--- src/rtl/stoplight_ctrl_pkg.sv ---
// Shared types and lamp encodings for the Washington / Prospect stoplight.
`timescale 1ns/100ps
package stoplight_ctrl_pkg;

    // Controller phases. Names carry an S_ prefix so they cannot collide
    // with the dwell-length parameters of the controller (e.g. PROS_GRN).
    typedef enum logic [1:0] {
        S_WASH_GRN = 2'd0,
        S_WASH_YLW = 2'd1,
        S_PROS_GRN = 2'd2,
        S_PROS_YLW = 2'd3
    } state_t;

    // One-hot lamp encodings, {G,Y,R}.
    localparam logic [2:0] GRN = 3'b100;
    localparam logic [2:0] YLW = 3'b010;
    localparam logic [2:0] RED = 3'b001;

    // Lamp pattern for a phase, packed as {wash, pros}.
    // Unknown encodings show the resting pattern, matching the recovery target.
    function automatic logic [5:0] lamps(input state_t s);
        logic [5:0] l;
        l = {GRN, RED};
        case (s)
            S_WASH_GRN: l = {GRN, RED};
            S_WASH_YLW: l = {YLW, RED};
            S_PROS_GRN: l = {RED, GRN};
            S_PROS_YLW: l = {RED, YLW};
            default:    l = {GRN, RED};
        endcase
        return l;
    endfunction

endpackage

--- src/rtl/stoplight_ctrl.sv ---
// Two-road stoplight controller. Washington rests green and yields to a
// Prospect car only after its minimum green; Prospect gets a fixed green.
// Lamps are registered from the next phase, so they always equal the decode
// of the state register and never follow car_present combinationally.
`timescale 1ns/100ps
module stoplight_ctrl
    import stoplight_ctrl_pkg::*;
#(
    parameter int WASH_MIN_GRN = 4,
    parameter int PROS_GRN     = 4,
    parameter int YLW_CYC      = 1,
    parameter int CNT_W        = 3
) (
    input  logic       clk,
    input  logic       rst,
    input  logic       car_present,
    output logic [2:0] light_pros,
    output logic [2:0] light_wash
);

    // Last dwell count of each phase; leaving is allowed once cnt reaches it.
    localparam logic [CNT_W-1:0] WASH_LAST = CNT_W'(WASH_MIN_GRN - 1);
    localparam logic [CNT_W-1:0] PROS_LAST = CNT_W'(PROS_GRN - 1);
    localparam logic [CNT_W-1:0] YLW_LAST  = CNT_W'(YLW_CYC - 1);
    localparam logic [CNT_W-1:0] CNT_MAX   = {CNT_W{1'b1}};

    state_t           state;
    state_t           state_nxt;
    logic [CNT_W-1:0] cnt;

    // Next-phase selection; only the Washington green looks at the sensor,
    // and the request is not remembered if the car leaves early.
    always_comb begin
        state_nxt = state;
        case (state)
            S_WASH_GRN: if (car_present && (cnt >= WASH_LAST)) state_nxt = S_WASH_YLW;
            S_WASH_YLW: if (cnt >= YLW_LAST)  state_nxt = S_PROS_GRN;
            S_PROS_GRN: if (cnt >= PROS_LAST) state_nxt = S_PROS_YLW;
            S_PROS_YLW: if (cnt >= YLW_LAST)  state_nxt = S_WASH_GRN;
            default:    state_nxt = S_WASH_GRN;
        endcase
    end

    // Phase register, saturating dwell counter and registered lamp outputs.
    always_ff @(posedge clk or negedge rst) begin
        if (!rst) begin
            state      <= S_WASH_GRN;
            cnt        <= '0;
            light_wash <= GRN;
            light_pros <= RED;
        end else begin
            state <= state_nxt;
            if (state_nxt != state) begin
                cnt <= '0;
            end else if (cnt != CNT_MAX) begin
                cnt <= cnt + 1'b1;
            end
            {light_wash, light_pros} <= lamps(state_nxt);
        end
    end

endmodule

--- config.mk ---
export PLATFORM = sky130hd
export DESIGN_NAME = stoplight_ctrl
export DESIGN_NICKNAME = d
export VERILOG_FILES = /design/src/rtl/stoplight_ctrl_pkg.sv /design/src/rtl/stoplight_ctrl.sv
export SDC_FILE = /design/constraint.sdc
export NUM_CORES = 1
export LEC_CHECK = 0
export ABC_AREA = 1
export CAP_MARGIN = 20
export CORE_UTILIZATION = 33
export DETAILED_ROUTE_END_ITERATION = 6
export PLACE_DENSITY = 0.6
export RECOVER_POWER = 100
export SYNTH_ARGS = -nofsm -noshare
export SYNTH_HDL_FRONTEND = slang
export SYNTH_SLANG_ARGS = --single-unit
--- constraint.sdc ---
create_clock -name clk -period 1.2 [get_ports clk]
set_input_delay 0.18 -clock clk [delete_from_list [all_inputs] [get_ports clk]]
set_output_delay 0.18 -clock clk [all_outputs]
set_load 0.02 [all_outputs]
== Yosys cells after proc, flatten, opt, wreduce, memory -nomap -nowiden ==
Index checks and enable logic that the tools add are counted.

* Reduce and logical (&&, ||, !) cells: 4
* Equality and inequality tests: 8
* Add/sub/neg operators: 1
* Magnitude comparators: 2
* Multiplexer cells: 8

{| class="wikitable"
|+ Operators with widths
! kind !! count
|-
| 6-bit case mux with 4 select lines || 1
|-
| 2-bit equality test (second input constant) || 4
|-
| 2-bit 2-to-1 mux || 4
|-
| 2-bit case mux with 4 select lines || 1
|-
| 3-bit 2-to-1 mux || 2
|-
| 2-bit by 1-bit equality test with 1-bit output (second input constant) || 2
|-
| 2-bit zero test || 2
|-
| 3-bit by 1-bit adder with 3-bit output (second input constant) || 1
|-
| 3-bit by 1-bit >= comparator with 1-bit output (second input constant) || 1
|-
| 3-bit by 2-bit >= comparator with 1-bit output (second input constant) || 1
|-
| 3-bit != test (second input constant) || 1
|-
| 2-bit != test || 1
|-
| 2-bit nonzero test || 1
|-
| 1-bit logical AND || 1
|}

* Word-level logic and storage cells: 27
* Input bits: 3
* Flip-flop bits (word level): 11

== Logic depth before layout (Yosys ltp) ==
* Depth after elaboration: 6
* Mapped depth: 8

== Worst setup path before layout ==
Ideal clock, no wire load.

* Path type: register -> register
* Start: register cnt[0]
* End: register light_wash[1]
* Stages on the path, launching flop included: 9
* Period minus slack after synthesis: 1.266 ns
* Library setup time: 0.122 ns
* Setup slack: -0.066 ns
* Required time: 1.078 ns
* Arrival time: 1.144 ns
* Cell sequence: dfrtp_1 ha_1 ha_1 nor2_1 nand2_1 nand2_1 nand2_1 nand2_1 nor2_1

* Longest elaborated chain between the ends: 6
* Elaborated cells on any way between the ends: 13
* Classes of those cells: 2 x order compare; 3 x eq/ne; 6 x mux; 2 x reduce/logical

{| class="wikitable"
|+ RTL lines
! item !! line !! source
|-
| from (decl) || stoplight_ctrl.sv:29 || <nowiki>logic [CNT_W-1:0] cnt;</nowiki>
|-
| from (signal assigned) || stoplight_ctrl.sv:56 || <nowiki>cnt <= cnt + 1'b1;</nowiki>
|-
| 3-bit by 2-bit >= comparator with 1-bit output || stoplight_ctrl.sv:36, stoplight_ctrl.sv:38 ||
|-
| 1-bit logical AND || stoplight_ctrl.sv:36 || <nowiki>S_WASH_GRN: if (car_present && (cnt >= WASH_LAST)) state_nxt = S_WASH_YLW;</nowiki>
|-
| 2-bit 2-to-1 mux || stoplight_ctrl.sv:36 ||
|-
| 2-bit case mux with 4 select lines (*) || stoplight_ctrl.sv:35 || <nowiki>case (state)</nowiki>
|-
| 2-bit equality test (tied with other cells) || stoplight_ctrl_pkg.sv:24 || <nowiki>case (s)</nowiki>
|-
| 6-bit case mux with 4 select lines (*) || stoplight_ctrl_pkg.sv:24 ||
|-
| to (signal assigned) || stoplight_ctrl.sv:58 || <nowiki>{light_wash, light_pros} <= lamps(state_nxt);</nowiki>
|-
| to (decl) || stoplight_ctrl.sv:18 || <nowiki>output logic [2:0] light_wash</nowiki>
|}

Every way passes the cells marked *; elsewhere a longest branch is shown, timed or not.
A chain may end at the register's enable or synchronous reset.

== Final worst setup path ==
* Start: register cnt[1]
* End: register light_pros[1]

* Longest elaborated chain between the ends: 6
* Elaborated cells on any way between the ends: 13
* Classes of those cells: 2 x order compare; 3 x eq/ne; 6 x mux; 2 x reduce/logical

{| class="wikitable"
|+ RTL lines
! item !! line !! source
|-
| 3-bit by 2-bit >= comparator with 1-bit output || stoplight_ctrl.sv:36, stoplight_ctrl.sv:38 ||
|-
| 1-bit logical AND || stoplight_ctrl.sv:36 ||
|-
| 2-bit 2-to-1 mux || stoplight_ctrl.sv:36 ||
|-
| 2-bit case mux with 4 select lines (*) || stoplight_ctrl.sv:35 ||
|-
| 2-bit equality test (tied with other cells) || stoplight_ctrl_pkg.sv:24 ||
|-
| 6-bit case mux with 4 select lines (*) || stoplight_ctrl_pkg.sv:24 ||
|-
| to (signal assigned) || stoplight_ctrl.sv:58 ||
|-
| to (decl) || stoplight_ctrl.sv:17 || <nowiki>output logic [2:0] light_pros,</nowiki>
|}

Marked as above.

==> run_results.csv <==
group,metric,value,unit
power_and_ir_drop,ir_drop,1.37,mV
global_routing,grt_use_total,0.121,
layout,multi_input_area,230,µm²
critical_path,criticalPathCategory,"reg -> reg",
synthesis,yosys-top-cells-area,"dfrtp_1 (43%), ha_1 (13%), dfstp_2 (11%)",
global_routing,grt_remaining_overflow,0,
run_status,violations,"setup timing",
synthesis,synth_seq_cells,10,
clock_network,clock_latency,0.26,ns
global_routing,grt_max_degree,11,
timing,setup_viol,8,
synthesis,synth_seq_area_share,0.537,
synthesis,synth_top_area_cell,"dfrtp_1",
synthesis,synth-edff-count,0,
timing,finalWorstSetupSlack,-0.0820,ns
clock_network,clock-root-buffer,"clkbuf_4",
clock_network,clkSinkCount,10,
synthesis,yosysUniqueCellTypes,13,
synthesis,syn_inst,50,
power_and_ir_drop,p_leak,0.378,nW
flow_run,maxCapViolations,0,
detailed_routing,drt-initial-drc-count,2,
critical_path,cp_top_family,"simple AND/OR/NAND/NOR gates",
place,portBuffers,8,
floorplan,die_w,39.8,µm
critical_path,r2r_end,"light_pros[1]",
layout,fin_util,0.537,
floorplan,die_h,39.8,µm
synthesis,synthArstFlopShare,1.00,
timing,fmax,780,MHz
timing,fin_crit_sh,1.07,
place,dp_cells,81,
timing,hold_viol,0,
synthesis,avgSynthCellArea,9.41,µm²
critical_path,worst-path-buf-inv,0,
critical_path,end_kind,"flip-flop",
synthesis,synth_area,470,µm²
floorplan,core,0.00132,mm²
layout,diodes,0,
critical_path,r2r_cells,8,
synthesis,synth_top_area_frac,0.426,
power_and_ir_drop,p_switching,0.000819,W
power_and_ir_drop,power.internal,0.00127,W
power_and_ir_drop,comb_power_share,0.611,
floorplan,rows,13,
synthesis,yosysWarnings,0,
critical_path,slowest_delay,0.41,ns
clock_network,h-tree-depth,1,
layout,final.fill_count,124,
power_and_ir_drop,power_density,2950,mW/mm²
critical_path,crit_path_max_fanout,3,
place,routabilityCongestion,0.711,
layout,area_growth,50.3,%
synthesis,synth_nets,58,
detailed_routing,viasPerCell,4.28,
critical_path,rrSetupSlack,-0.08,ns
critical_path,crit_slowest_cell,"dfrtp_1",
timing,final.min_clock_period,1.28,ns
power_and_ir_drop,swShare,0.393,
critical_path,path_cells,"ha_4, ha_4, nor2_2, nand2_1, nand2_1, nand2_2, nand2_2, nor2_1",
synthesis,synth_ff_type,"dfrtp_1",
clock_network,cts_tree,"yes",
layout,nets,81,
clock_network,clkTransAtPathRegs,0.07,ns
global_routing,grt_pass1_vias,354,
synthesis,synth.most_common_cell,"nand2_1",
layout,finalNonFillerCells,87,
critical_path,crit_arrival,1.43,ns
run_status,status,"complete, but fails checks",
global_routing,antenna_found_initial,0,
floorplan,die_area,0.00158,mm²
clock_network,clock_path_buffers,2,
timing,max_slew.worst_pin.slew,0.418,ns
synthesis,synthTopCellsByCount,"nand2_1 (10), nor2_1 (9), dfrtp_1 (8)",
global_routing,grt_pass1_wl,1230,µm
critical_path,startpoint_type,"flip-flop",
timing,rsz0062_at_grt,"true",
detailed_routing,post-route-drc-count,0,
clock_network,numCtsBuffers,3,
min_path,hold_path_class,"in -> async",
detailed_routing,avgRoutedWirePerCell,9.00,µm
layout,drive_above_1_share,0.389,
detailed_routing,num_vias,372,
detailed_routing,wirelength,783,µm
critical_path,cp.required,1.35,ns
timing,finalClockSkew,0.00807,ns
timing,slew_headroom,0.720,
floorplan,start_util,0.357,
detailed_routing,drt_pass1_iterations,2,
layout,seq_area,253,µm²
critical_path,r2r_start,"cnt[1]",
power_and_ir_drop,pwr-share-seq,0.276,
place,detailed_place_hpwl,646,µm
detailed_routing,ant_nets,0,
floorplan,io_pins,9,
power_and_ir_drop,clockPowerShare,0.113,
timing,drv_slew,0,
[worst reg2reg max path, cell delays in order (launching register included)]
cell	delay (ns)
dfrtp_1	0.41
ha_4	0.19
ha_4	0.15
nor2_2	0.07
nand2_1	0.07
nand2_1	0.08
nand2_2	0.07
nand2_2	0.08
nor2_1	0.05
[state kept, by name, indices dropped and copies added, names as in the netlist]
name / flops
state: 2
cnt: 3
light_wash: 2
light_pros: 3
[metrics by stage]
step           worst slack [ns]  power (W)  hold WS [ns]  area [µm²]  TNS, ns
2_1_floorplan           -0.0129    0.00125        -0.116         488  -0.0371
3_3_place_gp            -0.0841    0.00173         0.511         647   -0.431
3_5_place_dp             -0.137    0.00177         0.511         647   -0.672
4_1_cts                 -0.0985    0.00202         0.229         689   -0.429
5_1_grt                  -0.165    0.00229         0.330         707    -1.16
6_report                -0.0820    0.00209         0.288         707   -0.400
[per-layer routing]
metal | part of all wire | track usage | vias to the layer above
met5 | 0 | 0 | -
met4 | 0 | 0.0776 | 0
met3 | 0.018 | 0.0170 | 0
met2 | 0.56 | 0.238 | 3
met1 | 0.42 | 0.110 | 173
li1 | - | - | 196
[kinds of logic after synthesis]
| kind of cell | synth area share |
|---|---|
| compound gates | 0.0319 |
| xor+xnor | 0.0186 |
| fa+ha+maj | 0.133 |
| buf+inv | 0.0798 |
| flops | 0.537 |
| mux | 0.0213 |
| simple gates | 0.178 |
[cell usage in the layout, fill, tap and decap left out]
cell type / count
ha_4: 3
nor2_1: 7
clkbuf_4: 3
inv_1: 7
nand2_1: 7
ha_1: 2
clkdlybuf4s50_1: 1
mux2i_1: 1
xor2_1: 1
dfrtp_1: 8
clkbuf_2: 2
clkdlybuf4s15_1: 1
inv_2: 1
clkbuf_1: 1
a21oi_1: 3
buf_4: 11
nor2_2: 2
dlygate4sd3_1: 1
nand2_2: 4
dfstp_2: 2
dlygate4sd2_1: 3
nand4_1: 1
[power by group through the flow]
stage	clock network [W]	logic (W)	registers, W
floorplan	0	0.000585	0.000667
global placement	0	0.00117	0.000565
detailed placement	0	0.00120	0.000575
CTS	0.000243	0.00120	0.000580
global route	0.000257	0.00144	0.000592
finish	0.000235	0.00127	0.000576
[timing repair]
item / in CTS / in global routing
hold buffers: 0 / 0
pin swaps: 5 / 9
gates resized for setup: 16 / 6
setup endpoints to repair: 14 / 10
buffers inserted: 0 / 2
[final cells by class]
class / instances / share of cell area
Inverter: 8 / 0.0425
Multi-Input combinational cell: 31 / 0.326
Sequential cell: 10 / 0.358
Tap cell: 15 / 0.0265
Clock buffer: 4 / 0.0372
Timing Repair Buffer: 19 / 0.211
[worst max path at each step]
stage	startpoint	endpoint	cells after the start
floorplan	cnt[0]	light_pros[1]	8
global placement	cnt[1]	light_pros[1]	8
detailed placement	cnt[1]	state[0]	8
CTS	cnt[1]	light_pros[1]	8
global route	state[1]	cnt[1]	8
finish	cnt[1]	light_pros[1]	8
No activity file was read; power rests on OpenSTA's default activity.
